## config.mk

```make
export PLATFORM = sky130hd
export DESIGN_NAME = shift_unit
export DESIGN_NICKNAME = d
export VERILOG_FILES = /design/src/rtl/shift_pkg.sv /design/src/rtl/shift_stage.sv /design/src/rtl/shift_unit.sv
export SDC_FILE = /design/constraint.sdc
export NUM_CORES = 1
export LEC_CHECK = 0
export BUFFER_PORTS_ARGS = -buffer_cell sky130_fd_sc_hd__buf_2
export CAP_MARGIN = 10
export CORE_MARGIN = 8
export CORE_UTILIZATION = 35
export CTS_CLUSTER_SIZE = 14
export DETAILED_ROUTE_END_ITERATION = 8
export PLACE_DENSITY = 0.59
export SYNTH_ARGS = -nofsm -noshare
export SYNTH_HDL_FRONTEND = slang
export SYNTH_SLANG_ARGS = --single-unit
export TNS_END_PERCENT = 20
```

## constraint.sdc

```tcl
create_clock -name Clk -period 1.1 [get_ports Clk]
set_input_delay 0.165 -clock Clk [delete_from_list [all_inputs] [get_ports Clk]]
set_output_delay 0.165 -clock Clk [all_outputs]
set_load 0.1 [all_outputs]
```

## src/rtl/shift_pkg.sv

```systemverilog
// Shared definitions for the pipelined shift unit: operation encodings.
package shift_pkg;

  // Operation select carried with each operand through the pipeline.
  typedef enum logic [1:0] {
    MODE_SHR  = 2'b00,  // logical right, zero fill
    MODE_SHL  = 2'b01,  // logical left, zero fill
    MODE_ASHR = 2'b10,  // arithmetic right, sign fill
    MODE_ROR  = 2'b11   // rotate right
  } shift_mode_e;

endpackage

```

## src/rtl/shift_stage.sv

```systemverilog
// One pipeline stage of the shift unit: conditionally shifts by 2^STAGE and
// registers the result with its sideband. The last stage also applies the
// out-of-range override for shift amounts >= DATAWIDTH.
// Ports:
//   clk, rst                 clock, synchronous active-high reset
//   en                       advance; registers hold when 0
//   prev_*                   payload from the previous stage (or the input)
//   valid, data, mode,
//   sign, ovf, amt           registered payload for the next stage
module shift_stage
  import shift_pkg::*;
#(
  parameter int unsigned DATAWIDTH = 16,
  parameter int unsigned NSTAGES   = 4,
  parameter int unsigned STAGE     = 0
) (
  input  logic                 clk,
  input  logic                 rst,
  input  logic                 en,
  input  logic                 prev_valid,
  input  logic [DATAWIDTH-1:0] prev_data,
  input  shift_mode_e          prev_mode,
  input  logic                 prev_sign,
  input  logic                 prev_ovf,
  input  logic [NSTAGES-1:0]   prev_amt,
  output logic                 valid,
  output logic [DATAWIDTH-1:0] data,
  output shift_mode_e          mode,
  output logic                 sign,
  output logic                 ovf,
  output logic [NSTAGES-1:0]   amt
);

  localparam int unsigned STEP = 32'(1) << STAGE;
  localparam int unsigned BACK = DATAWIDTH - STEP;
  localparam bit          LAST = (STAGE == NSTAGES - 1);

  logic [DATAWIDTH-1:0] fill;
  logic [DATAWIDTH-1:0] shifted;
  logic [DATAWIDTH-1:0] nxt;

  // Conditional 2^STAGE shift, then the overflow override on the last stage.
  // Rotation needs no override: the low amount bits already give amt mod width.
  always_comb begin
    fill    = {DATAWIDTH{prev_sign}};
    shifted = prev_data;
    if (prev_amt[STAGE]) begin
      case (prev_mode)
        MODE_SHR:  shifted = prev_data >> STEP;
        MODE_SHL:  shifted = prev_data << STEP;
        MODE_ASHR: shifted = (prev_data >> STEP) | (fill << BACK);
        MODE_ROR:  shifted = (prev_data >> STEP) | (prev_data << BACK);
        default:   shifted = prev_data;
      endcase
    end
    nxt = shifted;
    if (LAST && prev_ovf) begin
      case (prev_mode)
        MODE_SHR,
        MODE_SHL:  nxt = '0;
        MODE_ASHR: nxt = fill;
        default:   nxt = shifted;
      endcase
    end
  end

  // Stage register with hold.
  always_ff @(posedge clk) begin
    if (rst) begin
      valid <= 1'b0;
      data  <= '0;
      mode  <= MODE_SHR;
      sign  <= 1'b0;
      ovf   <= 1'b0;
      amt   <= '0;
    end else if (en) begin
      valid <= prev_valid;
      data  <= nxt;
      mode  <= prev_mode;
      sign  <= prev_sign;
      ovf   <= prev_ovf;
      amt   <= prev_amt;
    end
  end

endmodule

```

## src/rtl/shift_unit.sv

```systemverilog
// Pipelined barrel shifter (SHR/SHL/ASHR/ROR) with valid/ready handshake on
// both sides. One stage per shift-amount bit; latency NSTAGES, one result
// per cycle. The whole pipeline stalls when the output is held.
// Ports:
//   Clk, Rst                 clock, synchronous active-high reset
//   a, sh_amt, mode          operand, unsigned shift amount, operation
//   in_valid / in_ready      input handshake
//   d, out_valid / out_ready result and output handshake
module shift_unit
  import shift_pkg::*;
#(
  parameter int unsigned DATAWIDTH = 16,
  parameter int unsigned NSTAGES   = $clog2(DATAWIDTH)
) (
  input  logic                 Clk,
  input  logic                 Rst,
  input  logic [DATAWIDTH-1:0] a,
  input  logic [DATAWIDTH-1:0] sh_amt,
  input  logic [1:0]           mode,
  input  logic                 in_valid,
  output logic                 in_ready,
  output logic [DATAWIDTH-1:0] d,
  output logic                 out_valid,
  input  logic                 out_ready
);

  logic                 advance;
  logic                 v    [NSTAGES+1];
  logic [DATAWIDTH-1:0] data [NSTAGES+1];
  shift_mode_e          md   [NSTAGES+1];
  logic                 sgn  [NSTAGES+1];
  logic                 ovf  [NSTAGES+1];
  logic [NSTAGES-1:0]   amt  [NSTAGES+1];

  // Whole pipeline moves together unless a valid result is being held.
  assign advance  = !out_valid || out_ready;
  assign in_ready = advance;

  // Pipeline entry: out-of-range flag is taken from the high amount bits here.
  assign v[0]    = in_valid;
  assign data[0] = a;
  assign md[0]   = shift_mode_e'(mode);
  assign sgn[0]  = a[DATAWIDTH-1];
  assign ovf[0]  = |sh_amt[DATAWIDTH-1:NSTAGES];
  assign amt[0]  = sh_amt[NSTAGES-1:0];

  for (genvar k = 0; k < NSTAGES; k++) begin : g_stage
    shift_stage #(
      .DATAWIDTH (DATAWIDTH),
      .NSTAGES   (NSTAGES),
      .STAGE     (k)
    ) u_stage (
      .clk        (Clk),
      .rst        (Rst),
      .en         (advance),
      .prev_valid (v[k]),
      .prev_data  (data[k]),
      .prev_mode  (md[k]),
      .prev_sign  (sgn[k]),
      .prev_ovf   (ovf[k]),
      .prev_amt   (amt[k]),
      .valid      (v[k+1]),
      .data       (data[k+1]),
      .mode       (md[k+1]),
      .sign       (sgn[k+1]),
      .ovf        (ovf[k+1]),
      .amt        (amt[k+1])
    );
  end

  assign d         = data[NSTAGES];
  assign out_valid = v[NSTAGES];

  // Sideband leaving the last stage has no consumer.
  logic unused_tail;
  assign unused_tail = ^{md[NSTAGES], sgn[NSTAGES], ovf[NSTAGES], amt[NSTAGES]};

endmodule

```

---- After elaboration in Yosys (flattened, before gate mapping) ----
Index checks and enable logic that the tools add are counted.
storage, ports and cells
  bits in registers ....................... 92
  word-level logic and storage cells ...... 58
  output and inout bits ................... 18
cells by class
  muxes and demuxes ....................... 10
  eq/ne operators ......................... 12
  reduce and logical (&&, ||, !) cells .... 8
  bitwise gates (word level) .............. 8
operators with widths
  kind                number
  $pmux 16 s4         4
  $mux 16             5
  $or 12x16->16       2
  $or 14x16->16       2
  $or 15x16->16       2
  $or 8x16->16        2
  $pmux 16 s2         1
  $eq 2x2->1 const B  8
  $reduce_or 12->1    1
  $eq 2x1->1 const B  4
  $logic_not 2->1     4
  $reduce_or 2->1     1
  $logic_not 1->1     1
  $logic_or 1x1->1    1

---- Logic depth before layout (Yosys ltp) ----
Gate-level depths: netlist of the first run.
  word-level depth ........................ 5
  depth in mapped cells ................... 7
  gate-level depth less buffers ........... 4

---- Modules after synthesis ----
A second synthesis of the first run with hierarchy kept.
second synthesis, totals
  cells, all modules ...................... 565
  area total of the unflattened synthesis .. 5290.1 µm²
by module, submodules not included
  module                             area an instance (µm²)  cells each  instances
  shift_stage at g_stage[0].u_stage  1405.1                  139         1
  shift_stage at g_stage[2].u_stage  1361.3                  142         1
  shift_stage at g_stage[1].u_stage  1313.8                  150         1
  shift_stage at g_stage[3].u_stage  1179.9                  129         1
  shift_unit                         30.0                    5           1

---- Worst setup path before layout of the first run ----
OpenSTA, ideal clock, no wires.
  path type ............................... flip-flop to flip-flop
  start ................................... register g_stage[3].u_stage.valid
  end ..................................... register g_stage[0].u_stage.ovf
  library setup time ...................... 0.086 ns
  cell stages (with the launch flop) ...... 7
  arrival time ............................ 1.904 ns
  path buffers ............................ 3
  setup slack ............................. -0.889 ns
  cell sequence ........................... dfxtp_1 -> nor2b_1 -> buf_6 -> inv_4 -> buf_6 -> buf_4 -> a211oi_1
on the way
  longest elaborated chain between the ends .. 2
RTL lines
  what                    RTL line           RTL
  start, declared         shift_stage.sv:26  output logic valid,
  start signal, assigned  shift_stage.sv:77  valid <= prev_valid;
  $logic_not 1->1         shift_unit.sv:36   assign advance = !out_valid || out_ready;
  $logic_or 1x1->1        shift_unit.sv:36
  named net in_ready      shift_unit.sv:21   output logic in_ready,
  end signal, assigned    shift_stage.sv:81  ovf <= prev_ovf;
  end, declared           shift_stage.sv:30  output logic ovf,
The timed path passes the listed nets, and every way through them passes these cells.
A chain may end at the register's enable or synchronous reset.

---- Worst setup path in the final report of the first run ----
  start ................................... register g_stage[3].u_stage.valid
  end ..................................... output in_ready
on the way
  longest elaborated chain between the ends .. 2
RTL lines
  what              RTL line
  $logic_not 1->1   shift_unit.sv:36
  $logic_or 1x1->1  shift_unit.sv:36
  end, declared     shift_unit.sv:21
Every way passes these cells.

==> results.md, run 1 <==
* Die Height at 132.7 um
* Setup crit end kind: output pin
* Post-synth cell types at 42
* Final Hold Vio Count at 0
* Asr flop ratio synth at 0
* Final WL at 12.96 mm
* DRC Markers at 0
* F_max at 731.5 MHz
* Synth top area cells: dfxtp_1 36%, a211oi_1 7.2%, and3b_1 6.2%
* Worst-skew pair later-pin latency at 340 ps
* Share of cells above drive strength 1 at 0.3756
* CP top delay family: flip-flops
* Placed Cells at 783
* Syn_nets at 596
* Cells after synthesis at 558
* P_leak at 2.673 nW
* CTS tree: done
* Period utilisation layout at 1.243
* Initial core utilization at 0.3586
* Clk sinks at 86
* Die area at 17,610 um2
* Final core utilization at 0.5016
* Failing checks: setup timing
* DRT Pass-1 Iters at 4
* Post-detail-place hpwl at 9.282 mm
* Relative slew margins at 0.7664
* First DRT Iteration DRCs at 189
* Ant diodes at 0
* Core ar. at 13,300 um2
* Worst Setup Path Type: flip-flop to output pin
* # IOs at 56
* Clock root buffer: clkbuf_16
* Period minus WS final at 1367 ps
* Max clock buf depth at 2
* CP required at 940 ps
* FP Rows at 42
* Worst path cell trace: nor2b_4, inv_6, buf_12, buf_12
* Number of antenna violations at the first check in global routing at 0
* R2R depth at 7
* Routed len/inst at 15.91 um
* Post-synth EDFFs at 0
* Run status: complete, but fails checks
* Largest net degree at the start of global routing at 36
* # port buffers at 55
* Synthesis-to-finish area growth at 39.86%
* Yosys top cell area share at 0.3611
* Critical Path Stages at 4
* Final RePlAce weighted congestion at 0.8428
* Worst Tran Pin Value at 350.5 ps
* Via count of the first global-routing pass at 4,351
* Grt total ovfl at 0
* Number of synthesis warnings at 0
* Fin cells at 815
* Seq/Total Area, Yosys at 0.3611
* Fin Clk Skew at 5.942 ps
* Max Slew Vio Count at 0
* Num CTS Buffers at 9
* Startpoint Class: flip-flop
* Slowest stage delay, CP at 340 ps
* Arr. time, crit path at 1200 ps
* Fin nets at 672
* Hold Path Stages at 3
* Synthesized cell area at 4768 um2
* First-pass GRT wire length at 20.63 mm
* Cell mode on critical path: buf_12
* GRT Total Usage at 0.1378
* Via count at 4,378
* Worst Hold Class: input pin to flip-flop
* Die width at 132.7 um
* # fillers at 1,195
* Max FO, Critical Path at 3
* Cell taking the most area after synthesis: dfxtp_1
* Antenna Nets Post-Route at 0
* Power per cell area at 1258 nW/um2
* Max_cap viols at 0
* Worst Path Buf+Inv at 3
* Vias per Instance at 5.372
* Total negative slack at -10,770 ps
* H-tree Lvls at 3
* Setup WS post-layout at -267.0 ps
* Multi-input gate area at 2835 um2
* Worst-path clk slew at 60 ps
* Synthesized area per cell at 8.545 um2
* RSZ-0062 raised after global routing: true
* Max stage delay cell, worst path: dfxtp_4
* Top_reg_cell synth: dfxtp_1
* Peak VDD IR at 785.5 uV
* Yosys reg bits at 86
* CTS Hold Bufs at 0
* FF/Latch Area at 1748 um2
* Final setup fails at 87
* Worst slack, placed at -212.9 ps
## worst reg2reg max path: cells and delay by family, from the launching register on
kind	cells	cell delay, ps
simple gates	2	280
flops	1	340
compound gates	1	80
buf+inv	4	550
## final cells by class
type                    count  share of cell area
flip-flops and latches     86              0.2621
clock inverters             4             0.01426
multi-input cells         396              0.4251
repair buffers            135              0.2244
clock buffers              12             0.03696
inverters                   6            0.004128
well taps                 176             0.03302
## metal layers
layer	track usage	vias up	wire (um)
met3	0.03331	13	444
met2	0.2417	91	6628
met5	0	-	0
met1	0.1609	2059	5740
li1	-	2215	-
met4	0.04479	0	150
## cell families after synthesis
| kind of cell | after synthesis | synth area share |
|---|---|---|
| simple gates | 189 | 0.2398 |
| compound gates | 196 | 0.2795 |
| flops | 86 | 0.3611 |
| mux | 10 | 0.02362 |
| buf+inv | 77 | 0.09604 |
## power by group
part / switching, mW / total (mW) / internal, mW / leakage (nW)
logic: 0.735 / 1.39 / 0.660 / 1.79
clock network: 1.19 / 3.47 / 2.28 / 0.167
registers: 0.214 / 3.53 / 3.32 / 0.716
total: 2.14 / 8.39 / 6.25 / 2.67
## through the flow
stage	total power, mW	hold slack, ps	instance area, um2
floorplan	4.347	304.2	4820
global placement	4.855	416.8	5801
detailed placement	4.879	422.0	5801
CTS	8.366	62.34	6276
global route	8.706	77.30	6669
finish	8.390	76.61	6669
## registers in the layout (all words and copies together) (netlist names)
register / flops
g_stage.u_stage.data: 64
g_stage.u_stage.ovf: 3
g_stage.u_stage.amt: 6
g_stage.u_stage.sign: 3
g_stage.u_stage.mode: 6
g_stage.u_stage.valid: 4
## timing repair
action,CTS,global route
pin swaps,0,13
gates cloned,1,3
gates resized for setup,27,63
setup buffers,4,8
endpoints found under the setup margin,85,94
## synthesized netlist by cell type, types with 4 or more instances
cell type,count
o21bai_1,5
a221oi_1,17
nand2_1,58
buf_4,22
buf_2,24
mux2_2,8
nor2_1,23
o31ai_1,34
and3b_1,34
o21ai_0,56
and2_1,12
nand3b_1,35
a21oi_1,20
clkbuf_1,17
nor3_1,7
buf_6,7
a211oi_1,46
dfxtp_1,86
o211ai_1,7
inv_1,4
## cell usage in the layout, fill, tap and decap left out, types with 17 or more instances in the layout
| cell type | instances |
|---|---|
| dfxtp_1 | 69 |
| o21ai_0 | 50 |
| buf_4 | 50 |
| nand2_1 | 49 |
| buf_12 | 40 |
| a211oi_1 | 37 |
| buf_2 | 37 |
| nand3b_1 | 35 |
| and3b_1 | 34 |
| o31ai_1 | 34 |
| nor2_1 | 17 |
## path summary, 6_finish.rpt
path                                          startpoint                         end  slack [ps]
worst min register to register    g_stage[1].u_stage.ovf      g_stage[2].u_stage.ovf         460
worst max-delay path            g_stage[3].u_stage.valid                    in_ready        -270
worst max register to register  g_stage[3].u_stage.valid  g_stage[0].u_stage.data[6]        -240
worst min-delay path                           sh_amt[2]   g_stage[0].u_stage.amt[2]          80
(Power assumes the default switching activity.)
==> run 2, diff against run 1 <==
--- a/config.mk
+++ b/config.mk
@@ -8,10 +8,10 @@
 export BUFFER_PORTS_ARGS = -buffer_cell sky130_fd_sc_hd__buf_2
 export CAP_MARGIN = 10
 export CORE_MARGIN = 8
-export CORE_UTILIZATION = 35
+export CORE_UTILIZATION = 40
 export CTS_CLUSTER_SIZE = 14
 export DETAILED_ROUTE_END_ITERATION = 8
-export PLACE_DENSITY = 0.59
+export PLACE_DENSITY = 0.66
 export SYNTH_ARGS = -nofsm -noshare
 export SYNTH_HDL_FRONTEND = slang
 export SYNTH_SLANG_ARGS = --single-unit
==> constraint.sdc (replaced) <==
create_clock -name Clk -period 1.1 [get_ports Clk]
set_input_delay 0.11 -clock Clk [delete_from_list [all_inputs] [get_ports Clk]]
set_output_delay 0.11 -clock Clk [all_outputs]
set_load 0.1 [all_outputs]
==> run 2 against run 1 <==
Net effect:
- the run still ends with setup timing left
- largest cell class unchanged
- register-to-register slack got worse by 50 ps
- die area shrank 11%
- sequential power about the same
- count of clock-buffer cells in the layout down 2
- largest power group unchanged
- critical path type unchanged
- cell area decreased by 6.3%
- first-iteration DRC count is 9.0% higher
- clock power down 15%
- global-route usage increased by 1.5 points
- combinational power fell by 5%
- core utilization grew 2.7 points
==> results.md, run 2 (same netlist as run 1, synthesis figures left out) <==
* F_max at 711.7 MHz (was 731.5 MHz)
* Antenna Nets Post-Route at 0 (unchanged)
* Hold Path Stages at 3 (unchanged)
* R2R setup slack at -290 ps (was -240 ps)
* Num CTS Buffers at 9 (unchanged)
* Register with the most flip-flops: g_stage.u_stage.data (unchanged)
* Met1 global-route usage at 0.1722 (was 0.1609)
* CTS Hold Bufs at 0 (unchanged)
* Grt met2 use at 0.2733 (was 0.2417)
* P_leak at 2.516 nW (was 2.673 nW)
* Max FO, Critical Path at 4 (was 3)
* R2r startpoint: g_stage[3].u_stage.valid (unchanged)
* H-tree Lvls at 3 (unchanged)
* Max stage delay cell, worst path: dfxtp_4 (unchanged)
* Commonest cells after routing, fill and taps aside: 83 x dfxtp_1, 53 x buf_4, 46 x o21ai_0, 45 x nand2_1, 39 x a211oi_1 (was 69 x dfxtp_1, 50 x o21ai_0, 50 x buf_4, 49 x nand2_1, 40 x buf_12)
* Worst R2R End: g_stage[3].u_stage.data[13] (was g_stage[0].u_stage.data[6])
* Biggest regs: g_stage.u_stage.data (64), g_stage.u_stage.amt (6), g_stage.u_stage.mode (6) (unchanged)
* Ant diodes at 0 (unchanged)
* Hold EP: g_stage[0].u_stage.valid (was g_stage[0].u_stage.amt[2])
* Synthesis-to-finish area growth at 30.99% (was 39.86%)
* Die area at 15,670 um2 (was 17,610 um2)
* # IOs at 56 (unchanged)
* GRT Total Usage at 0.1531 (was 0.1378)
* Largest net degree at the start of global routing at 31 (was 36)
* First-pass GRT wire length at 20.61 mm (was 20.63 mm)
* Core ar. at 11,810 um2 (was 13,300 um2)
* Via count of the first global-routing pass at 4,345 (was 4,351)
* RSZ-0062 raised after global routing: true (unchanged)
* Final Hold Vio Count at 0 (unchanged)
* DRC Markers at 0 (unchanged)
* Cell mode on critical path: buf_12 (unchanged)
* # port buffers at 55 (unchanged)
* Period utilisation layout at 1.277 (was 1.243)
* Via count at 4,411 (was 4,378)
* Fin nets at 661 (was 672)
* Routed len/inst at 15.99 um (was 15.91 um)
* Peak VDD IR at 650.4 uV (was 785.5 uV)
* Largest register FFs at 64 (unchanged)
* Worst-path clk slew at 60 ps (about the same)
* FP Rows at 40 (was 42)
* Min-delay src: in_valid (was sh_amt[2])
* Final WL at 12.40 mm (was 12.96 mm)
* R2R depth at 5 (was 7)
* First DRT Iteration DRCs at 206 (was 189)
* DRT Pass-1 Iters at 4 (unchanged)
* Final setup fails at 86 (was 87)
* Most Crowded Layer GR: met2 (unchanged)
* Clock root buffer: clkbuf_16 (unchanged)
* Worst path cell trace: nor2b_4, inv_8, buf_12, buf_12 (was nor2b_4, inv_6, buf_12, buf_12)
* Setup WS post-layout at -305.2 ps (was -267.0 ps)
* Power per cell area at 1247 nW/um2 (was 1258 nW/um2)
* Worst Tran Pin Value at 439.9 ps (was 350.5 ps)
* Final RePlAce weighted congestion at 0.8657 (was 0.8428)
* Slowest stage delay, CP at 340 ps (about the same)
* Max Slew Vio Count at 0 (unchanged)
* Relative slew margins at 0.7064 (was 0.7664)
* Arr. time, crit path at 1300 ps (was 1200 ps)
* CTS tree: done (unchanged)
* Share of cells above drive strength 1 at 0.3487 (was 0.3756)
* Vias per Instance at 5.692 (was 5.372)
* Period minus WS final at 1405 ps (was 1367 ps)
* Fin Clk Skew at 5.228 ps (was 5.942 ps)
* Crit path launch: g_stage[3].u_stage.valid (unchanged)
* Grt total ovfl at 0 (unchanged)
* WHS at 22.63 ps (was 76.61 ps)
* Clk sinks at 86 (unchanged)
* Tot Pwr at 7.790 mW (was 8.390 mW)
* Number of antenna violations at the first check in global routing at 0 (unchanged)
* Worst-skew pair later-pin latency at 330 ps (was 340 ps)
* Setup crit end kind: output pin (unchanged)
* Max_cap viols at 0 (unchanged)
* Startpoint Class: flip-flop (unchanged)
* CP required at 990 ps (was 940 ps)
* Failing checks: setup timing (unchanged)
* Initial core utilization at 0.4037 (was 0.3586)
* Worst Setup Path Type: flip-flop to output pin (unchanged)
* Die width at 125.2 um (was 132.7 um)
* Worst Hold Class: input pin to flip-flop (unchanged)
* Routing usage on met3 at 0.03570 (was 0.03331)
* Max clock buf depth at 2 (unchanged)
* Run status: complete, but fails checks (unchanged)
* Post-detail-place hpwl at 9.041 mm (was 9.282 mm)
* Most common cell after layout, fill and taps aside: dfxtp_1 (unchanged)
* Final core utilization at 0.5288 (was 0.5016)
* Die Height at 125.2 um (was 132.7 um)
run 2: what timing repair did:
action | in CTS | in global routing
gates cloned | 2 | 0
buffers inserted | 6 | 0
endpoints found under the setup margin | 85 | 88
pin swaps | 0 | 5
resized for setup | 28 | 45
run 2: worst max-delay path: cells and delay by family (launching register included):
family                 cells  cell delay, ps
DFF                        1             340
buffers and inverters      3             350
and+or+nand+nor            1             270
run 2: report_power, final:
| group | switching, mW | total (mW) | internal (mW) |
|---|---|---|---|
| combinational | 0.712 | 1.32 | 0.608 |
| sequential | 0.219 | 3.53 | 3.31 |
| clock | 1.19 | 2.94 | 1.75 |
| total | 2.12 | 7.79 | 5.67 |
run 2: area by class of cell:
type                            count  area (um2)
Sequential cell                    86        1728
Inverter                            6       30.03
Timing Repair Buffer              123        1207
Timing Repair inverter              1       6.256
Clock buffer                       10       229.0
Multi-Input combinational cell    396        2799
Fill cell                        1071        5565
Clock inverter                      6       62.56
Tap cell                          147       183.9
run 2: worst max-delay path by stage:
stage	end	slack, ps	depth (start not counted)
final	in_ready	-310	4
after detailed placement	g_stage[1].u_stage.data[15]	-260	4
after global routing	g_stage[1].u_stage.data[15]	-360	4
after CTS	g_stage[1].u_stage.data[15]	-280	4
after global placement	g_stage[1].u_stage.mode[1]	-190	5
after floorplan	g_stage[0].u_stage.ovf	-300	6
run 2: routing by layer:
layer | share of wire | vias up
met4 | 0.028 | 0
met2 | 0.50 | 98
met1 | 0.43 | 2092
met3 | 0.037 | 32
met5 | 0 | -
li1 | - | 2189
run 2: metrics by stage:
| stage | setup WS [ps] | setup TNS, ps | area (um2) | instances |
|---|---|---|---|---|
| floorplan | -303.6 | -23660 | 4820 | 558 |
| global placement | -187.8 | -9548 | 5674 | 752 |
| detailed placement | -260.2 | -11750 | 5674 | 752 |
| CTS | -279.6 | -14000 | 6126 | 776 |
| global route | -357.1 | -19050 | 6246 | 775 |
| finish | -305.2 | -13680 | 6246 | 775 |
==> run 3, diff against run 2 <==
--- a/config.mk
+++ b/config.mk
@@ -5,10 +5,11 @@
 export SDC_FILE = /design/constraint.sdc
 export NUM_CORES = 1
 export LEC_CHECK = 0
-export BUFFER_PORTS_ARGS = -buffer_cell sky130_fd_sc_hd__buf_2
+export BUFFER_PORTS_ARGS = -buffer_cell sky130_fd_sc_hd__clkbuf_2
 export CAP_MARGIN = 10
 export CORE_MARGIN = 8
 export CORE_UTILIZATION = 40
+export CTS_CLUSTER_DIAMETER = 50
 export CTS_CLUSTER_SIZE = 14
 export DETAILED_ROUTE_END_ITERATION = 8
 export PLACE_DENSITY = 0.66
==> run 3 against run 2 <==
Net effect:
- fmax rose by 4.5%
- clock power rose by 17%
- critical endpoint unchanged
- cell count rose by 0.77%
- the flow still finishes with violations (setup timing)
- via count rose by 2.3%
==> results.md, run 3 (same netlist as run 1, synthesis figures left out) <==
* Run status: complete, but fails checks (unchanged)
* Failing checks: setup timing (unchanged)
* Core ar. at 11,810 um2 (unchanged)
* Peak VDD IR at 958.5 uV (was 650.4 uV)
* Register with the most flip-flops: g_stage.u_stage.data (unchanged)
* Post-detail-place hpwl at 8.855 mm (was 9.041 mm)
* Most common cell after layout, fill and taps aside: dfxtp_1 (unchanged)
* Final RePlAce weighted congestion at 0.8809 (was 0.8657)
* Synthesis-to-finish area growth at 39.75% (was 30.99%)
* Worst Hold Class: input pin to flip-flop (unchanged)
* Final WL at 13.53 mm (was 12.40 mm)
* Fin nets at 667 (was 661)
* Max clock buf depth at 2 (unchanged)
* Via count of the first global-routing pass at 4,395 (was 4,345)
* Number of antenna violations at the first check in global routing at 0 (unchanged)
* Routed len/inst at 17.32 um (was 15.99 um)
* Worst Setup Path Type: flip-flop to output pin (unchanged)
* Slowest stage delay, CP at 340 ps (about the same)
* Vias per Instance at 5.777 (was 5.692)
* Final Hold Vio Count at 0 (unchanged)
* Min-delay src: in_valid (unchanged)
* CTS tree: done (unchanged)
* Clock root buffer: clkbuf_16 (unchanged)
* Largest register FFs at 64 (unchanged)
* Grt total ovfl at 0 (unchanged)
* R2r startpoint: g_stage[3].u_stage.valid (unchanged)
* Commonest cells after routing, fill and taps aside: 79 x dfxtp_1, 48 x buf_4, 47 x o21ai_0, 45 x nand2_1, 36 x clkbuf_2 (was 83 x dfxtp_1, 53 x buf_4, 46 x o21ai_0, 45 x nand2_1, 39 x a211oi_1)
* First-pass GRT wire length at 21.31 mm (was 20.61 mm)
* Fin cells at 781 (was 775)
* # fillers at 960 (was 1,071)
* P_leak at 2.703 nW (was 2.516 nW)
* Fin Clk Skew at 7.476 ps (was 5.228 ps)
* Biggest regs: g_stage.u_stage.data (64), g_stage.u_stage.amt (6), g_stage.u_stage.mode (6) (unchanged)
* Uppermost layer routed: met4 (unchanged)
* Setup crit end kind: output pin (unchanged)
* Final setup fails at 87 (was 86)
* # port buffers at 55 (unchanged)
* Worst Tran Pin Value at 502.2 ps (was 439.9 ps)
* Die area at 15,670 um2 (unchanged)
* Ant diodes at 0 (unchanged)
* Num CTS Buffers at 9 (unchanged)
* Wire length on met2 at 6.858 mm (was 6.256 mm)
* Max_cap viols at 0 (unchanged)
* Worst-skew pair later-pin latency at 340 ps (was 330 ps)
* FP Rows at 40 (unchanged)
* Startpoint Class: flip-flop (unchanged)
* Placed Cells at 746 (was 752)
* Arr. time, crit path at 1230 ps (was 1300 ps)
* GRT Total Usage at 0.1605 (was 0.1531)
* Share of cells above drive strength 1 at 0.3896 (was 0.3487)
* Routed length on met3 at 534 um (was 453 um)
* Relative slew margins at 0.6648 (was 0.7064)
* Max stage delay cell, worst path: dfxtp_4 (unchanged)
* DRT Pass-1 Iters at 4 (unchanged)
* Die width at 125.2 um (unchanged)
* H-tree Lvls at 3 (unchanged)
* Period minus WS final at 1344 ps (was 1405 ps)
* Clk sinks at 86 (unchanged)
* Period utilisation layout at 1.222 (was 1.277)
* Max Slew Vio Count at 0 (unchanged)
* Crit path launch: g_stage[3].u_stage.valid (unchanged)
* RSZ-0062 raised after global routing: true (unchanged)
* Power per cell area at 1262 nW/um2 (was 1247 nW/um2)
* First DRT Iteration DRCs at 203 (was 206)
* Wl on met1 at 5.690 mm (was 5.342 mm)
* Max FO, Critical Path at 3 (was 4)
* WHS at 9.686 ps (was 22.63 ps)
* Initial core utilization at 0.4037 (unchanged)
* Largest net degree at the start of global routing at 36 (was 31)
* # IOs at 56 (unchanged)
* Cell mode on critical path: buf_12 (unchanged)
* F_max at 743.8 MHz (was 711.7 MHz)
* DRC Markers at 0 (unchanged)
* Worst-path clk slew at 60 ps (about the same)
* Setup WS post-layout at -244.4 ps (was -305.2 ps)
* Antenna Nets Post-Route at 0 (unchanged)
* Worst path cell trace: nor2b_4, inv_6, buf_12, buf_12 (was nor2b_4, inv_8, buf_12, buf_12)
* Via count at 4,512 (was 4,411)
* Die Height at 125.2 um (unchanged)
* CP required at 990 ps (about the same)
## run 3: cell types whose count changed in the layout (fill, tap and decap cells not counted), moves of 5 or more
cell / before / now
a211oi_1: 39 / 33
a211oi_2: 7 / 13
a221oi_1: 13 / 2
a221oi_2: 6 / 16
buf_2: 37 / 1
buf_4: 53 / 48
clkbuf_2: 0 / 36
o21ai_1: 2 / 9
o21ai_2: 9 / 1
## run 3: where the power goes
group / leakage, nW / internal [mW] / switching (mW) / total, mW
logic: 1.83 / 0.658 / 0.765 / 1.42
clock network: 0.159 / 2.22 / 1.23 / 3.45
registers: 0.712 / 3.31 / 0.230 / 3.54
## run 3: routing by layer
layer  up-vias  GRT usage
li1       2203          -
met4         0    0.06519
met5         -          0
met3        42    0.02550
met1      2132     0.1812
met2       135     0.2943
## run 3: what timing repair did
action,4_1_cts,5_1_grt
cloned,4,2
hold buffers,2,0
setup endpoints to repair,68,87
endpoints found under the hold margin,2,0
resized for setup,56,54
pin swaps,3,17
setup buffers,4,7
## run 3: worst max-delay path: cells and delay by family, from the launching register on
kind,cells,cell delay [ps]
DFF,1,340
and+or+nand+nor,1,210
buffers and inverters,3,340
## run 3: per-stage QoR
| step | setup slack [ps] | util | total power, mW | cell area (um2) | TNS (ps) |
|---|---|---|---|---|---|
| final | -244.4 | 0.5642 | 8.411 | 6664 | -12930 |
| after global routing | -284.3 | 0.5642 | 8.698 | 6664 | -17380 |
| after CTS | -213.4 | 0.5372 | 8.323 | 6345 | -7871 |
| after detailed placement | -172.5 | 0.4776 | 4.829 | 5642 | -7794 |
| after global placement | -157.1 | 0.4776 | 4.794 | 5642 | -6060 |
| after floorplan | -303.6 | - | 4.347 | 4820 | -23660 |
## run 3: final timing paths
| check | endpoint | slack [ps] | cells after the start |
|---|---|---|---|
| setup / recovery | in_ready | -240 | 4 |
| hold / removal | g_stage[0].u_stage.valid | 10 | 3 |
| setup reg to reg | g_stage[2].u_stage.data[1] | -220 | 7 |
| hold reg to reg | g_stage[2].u_stage.ovf | 460 | 2 |
## run 3: final cells by class
| cell class | instances | area [um2] | share of cell area |
|---|---|---|---|
| repair buffers | 130 | 1414 | 0.2122 |
| flip-flops and latches | 86 | 1735 | 0.2604 |
| multi-input cells | 396 | 2964 | 0.4448 |
| inverters | 6 | 27.53 | 0.004131 |
| clock buffers | 10 | 229.0 | 0.03436 |
| well taps | 147 | 183.9 | 0.02760 |
| clock inverters | 6 | 110.1 | 0.01652 |
